`src/rtl/up_down_counter_if.sv`:
```
// Interface bundling the counter's direction input with its count/terminal-count outputs.
// The master side drives the direction and observes the count; the slave is the counter.
interface up_down_counter_if #(
  parameter int WIDTH = 3
);

  logic             up_down;  // 1 = count up, 0 = count down
  logic [WIDTH-1:0] count;    // registered counter value
  logic             tc;       // terminal count: next edge wraps

  modport master (
    output up_down,
    input  count,
    input  tc
  );

  modport slave (
    input  up_down,
    output count,
    output tc
  );

endinterface : up_down_counter_if

```
`src/rtl/up_down_counter.sv`:
```
// Free-running modulo-2^WIDTH up/down counter.
// Steps once per rising clock edge in the direction given by up_down.
// tc flags the cycle in which the next edge will wrap, for cascading.
module up_down_counter #(
  parameter int          WIDTH       = 3,
  parameter logic [31:0] RESET_VALUE = 32'd0
) (
  input  logic               clk,
  input  logic               reset,  // asynchronous, active-low
  up_down_counter_if.slave   bus
);

  localparam logic [WIDTH-1:0] RST_VAL   = RESET_VALUE[WIDTH-1:0];
  localparam logic [WIDTH-1:0] MAX_COUNT = {WIDTH{1'b1}};
  localparam logic [WIDTH-1:0] ONE       = {{(WIDTH-1){1'b0}}, 1'b1};

  logic [WIDTH-1:0] count_q;
  logic [WIDTH-1:0] count_d;

  // Next count: one step up or down; natural WIDTH-bit overflow gives the wrap.
  always_comb begin
    // NOTE: default assigned first so every path drives count_d and no latch is inferred.
    count_d = count_q;
    if (bus.up_down) begin
      count_d = count_q + ONE;
    end else begin
      count_d = count_q - ONE;
    end
  end

  // Count register: reset value loaded asynchronously, otherwise steps every edge.
  always_ff @(posedge clk or negedge reset) begin
    // NOTE: non-blocking assignment so all flops update together from pre-edge values.
    if (!reset) begin
      count_q <= RST_VAL;
    end else begin
      count_q <= count_d;
    end
  end

  // Terminal count follows up_down combinationally so a direction change is seen at once.
  always_comb begin
    bus.tc = 1'b0;
    if (bus.up_down && (count_q == MAX_COUNT)) begin
      bus.tc = 1'b1;
    end else if (!bus.up_down && (count_q == '0)) begin
      bus.tc = 1'b1;
    end
  end

  assign bus.count = count_q;

endmodule : up_down_counter

```
`src/flat_wrapper.sv`:
```
// flat-port wrapper written by rule: the top's interface ports become plain ports
module up_down_counter_flat 
#(
  parameter int          WIDTH       = 3,
  parameter logic [31:0] RESET_VALUE = 32'd0
)
  (clk, reset, bus_up_down, bus_count, bus_tc);
  up_down_counter_if #(.WIDTH(WIDTH)) bus_i ();
  input  logic clk;
  input  logic reset;
  input wire logic [$bits(bus_i.up_down)-1:0] bus_up_down;
  output wire logic [$bits(bus_i.count)-1:0] bus_count;
  output wire logic [$bits(bus_i.tc)-1:0] bus_tc;
  assign bus_i.up_down = bus_up_down;
  assign bus_count = bus_i.count;
  assign bus_tc = bus_i.tc;
  up_down_counter #(.WIDTH(WIDTH), .RESET_VALUE(RESET_VALUE)) u_core (.clk(clk), .reset(reset), .bus(bus_i));
endmodule
```
`config.mk`:
```
export PLATFORM = sky130hd
export DESIGN_NAME = up_down_counter_flat
export DESIGN_NICKNAME = d
export VERILOG_FILES = /design/src/rtl/up_down_counter_if.sv /design/src/rtl/up_down_counter.sv /design/src/flat_wrapper.sv
export SDC_FILE = /design/constraint.sdc
export NUM_CORES = 1
export LEC_CHECK = 0
export BUFFER_PORTS_ARGS = -buffer_cell sky130_fd_sc_hd__buf_2
export CORE_AREA = 2 2 39 41
export DETAILED_ROUTE_END_ITERATION = 7
export DIE_AREA = 0 0 41 43
export SLEW_MARGIN = 20
export SYNTH_ARGS = -nofsm -noshare
export SYNTH_HDL_FRONTEND = slang
export SYNTH_SLANG_ARGS = --single-unit
```
`constraint.sdc`:
```
create_clock -name clk -period 1.2 [get_ports clk]
set_input_delay 0.24 -clock clk [delete_from_list [all_inputs] [get_ports clk]]
set_output_delay 0.24 -clock clk [all_outputs]
set_load 0.02 [all_outputs]
```
==> summary.txt <==
fin crit share = 129%
largest cells by area after synthesis = dfrtp_1 (55%), fa_1 (15%), xnor2_1 (13%)
FF-to-FF Start = u_core.bus.count[0]
Post-Synth Adder-Cell Area = 14.5%
I/O Pins = 7
CP Launch Point = u_core.bus.count[2]
worst path cell trace = or4_4 > nand2_2 > buf_6
Syn Nets = 15
antenna cells = 0
Primary FF master, synth = dfrtp_1
Area growth, synth to finish = 113%
CTS tree = yes
Least-Margin Pin Slew = 0.154 ns
drt pass-1 iters = 1
Critical Path End Type = primary output
CP max stage cell = or4_4
via/cell ratio = 3.25
post-synthesis xor/xnor area fraction = 12.7%
core area = 1380 µm²
area share of the largest cell type after synthesis = 54.5%
synthesized instance count = 11
Die X = 41 µm
RSZ-0062 raised after global routing = true
Fin. Hold Viols = 0
post-synth cell types = 7
dpl ws = -0.150 ns
Reg clk slew, reported paths = 0.03 ns
initial antenna violation count = 0
via count = 143
Mapped Area = 138 µm²
required time of the critical path = 0.96 ns
worst-path fanout max = 2
clk sinks = 3
top-count cell post-synth = dfrtp_1
die footprint = 1760 µm²
Synth Area in Compound Gates = 0%
Lkg Pwr = 0.141 nW
Clock Skews = 0.0000122 ns
share of layout cells above drive strength 1 = 71.4%
Total Wirelength = 312 µm
HPWL Detailed = 248 µm
initial DRC count = 0
Placed Cells = 38
Max Cap Viol = 0
die height = 43 µm
failing checks = setup timing
Post-synth top cells = dfrtp_1 (3), inv_1 (2), xnor2_1 (2)
routed wl met2 = 125 µm
Avg Inst Size Synth = 12.5 µm²
Post-Synth Simple-Gate Area = 12.7%
GR Overflow Total = 0
Skew-Pair Late Insertion Delay = 0.23 ns
mux cell area share after synthesis = 0%
IO Port Bufs = 6
largest family of logic cells by synthesized area = adder cells
post-DR wirelength/cell = 7.09 µm
hold crit path type = in2async
GRT Util Overall = 5.25%
GPL Wtd Cong = 0.560
Bufs on Longest Clock Path = 2
Slew HR = 89.7%
ys async rst share = 100%
register area share after synthesis = 54.5%
cts bufs inserted = 3
Final ANT Viol Nets = 0
worst setup margin = -0.348 ns
Crit path buffers/inverters = 1
outcome = finished with violations
Initial Util = 9.95%
num rows = 14
Yosys Warn Count = 0
worst path arrival time = 1.31 ns
vias in the first global route = 121
DRC viols = 0
CP Class = reg2out
#FFs+latches synth = 3
Startpoint Class = flip-flop
max FFs per register = 3
Post-synth EDFFs = 0
first-pass GRT wire length = 448 µm
crit-path leading delay family = simple AND/OR/NAND/NOR gates
fin crit period = 1.55 ns
max layer used = met4
CP max stage delay = 0.51 ns
Max Clk Rate = 646 MHz
nets = 33
Finished Layout Cells = 44
Final Slew Violations = 0
CTS H-tree lvls = 1
largest net degree at the start of global routing = 5
largest vdd supply drop = 0.301 mV
P per Cell Area = 2120 nW/µm²
Clock Root Buffer = clkbuf_4
met3 WL = 46 µm
Metal-1 WL = 118 µm
largest area contributor in the netlist = dfrtp_1
final setup violation count = 2
## worst paths after layout
kind,slack [ns],end,cells after the start
min in group clk,0.52,u_core.bus.count[2],5
worst min-delay path,0.34,u_core.bus.count[1],2
worst max-delay path,-0.35,bus_tc,3
worst min register to register,0.57,u_core.bus.count[0],2
worst max register to register,-0.11,u_core.bus.count[2],4
max in group asynchronous,0.74,u_core.bus.count[2],2
## final cells by class
cell class	instances	area [µm²]
multi-input combinational	6	63.8
inverter	2	7.51
timing repair buffer	13	97.6
fill	157	1090
clock buffer	4	26.3
tap	16	20.0
sequential	3	77.6
## power breakdown
| part | switching, W | total, W | leakage, nW | internal, W |
|---|---|---|---|---|
| clock | 0.0000504 | 0.000175 | 0.0150 | 0.000124 |
| combinational | 0.000140 | 0.000282 | 0.0952 | 0.000142 |
| sequential | 0.0000234 | 0.000164 | 0.0313 | 0.000141 |
## routing by layer
layer / vias to the layer above / track usage [%]
met1: 61 / 3.59
met5: - / 0
met3: 4 / 6.28
li1: 69 / -
met2: 9 / 5.31
met4: 0 / 8.00
## cells in the final DEF (no fill, tap or decap)
master and n:
buf_4 6, dfrtp_1 1, clkbuf_4 3, dlygate4sd3_1 1, clkbuf_1 1, inv_1 2, nand2_2 1, buf_2 4
dfrtp_2 2, xnor2_1 2, or4_4 1, buf_6 2, nand4_1 1, fa_2 1
## metrics by stage
stage | area [µm²] | hold slack (ns) | total power (W) | TNS, ns | utilization [%]
after CTS | 285 | 0.335 | 0.000635 | -0.429 | 20.6
after global routing | 293 | 0.331 | 0.000682 | -0.557 | 21.2
final | 293 | 0.342 | 0.000621 | -0.456 | 21.2
after global placement | 230 | 0.0392 | 0.000425 | -0.230 | 16.6
after detailed placement | 230 | 0.0376 | 0.000430 | -0.258 | 16.6
after floorplan | 143 | -0.0556 | 0.000311 | -0.211 | -
## timing repair
action                                  CTS  global route
setup buffers                             0             1
hold endpoints to repair                  3             0
endpoints found under the setup margin    2             3
resized for setup                         6             0
hold buffers                              1             0
pin swaps                                 0             0
## kinds of logic after synthesis
logic type | after synthesis
buf+inv | 2
flops | 3
xor+xnor | 2
simple gates | 3
fa+ha+maj | 1
(Power assumes the default switching activity.)
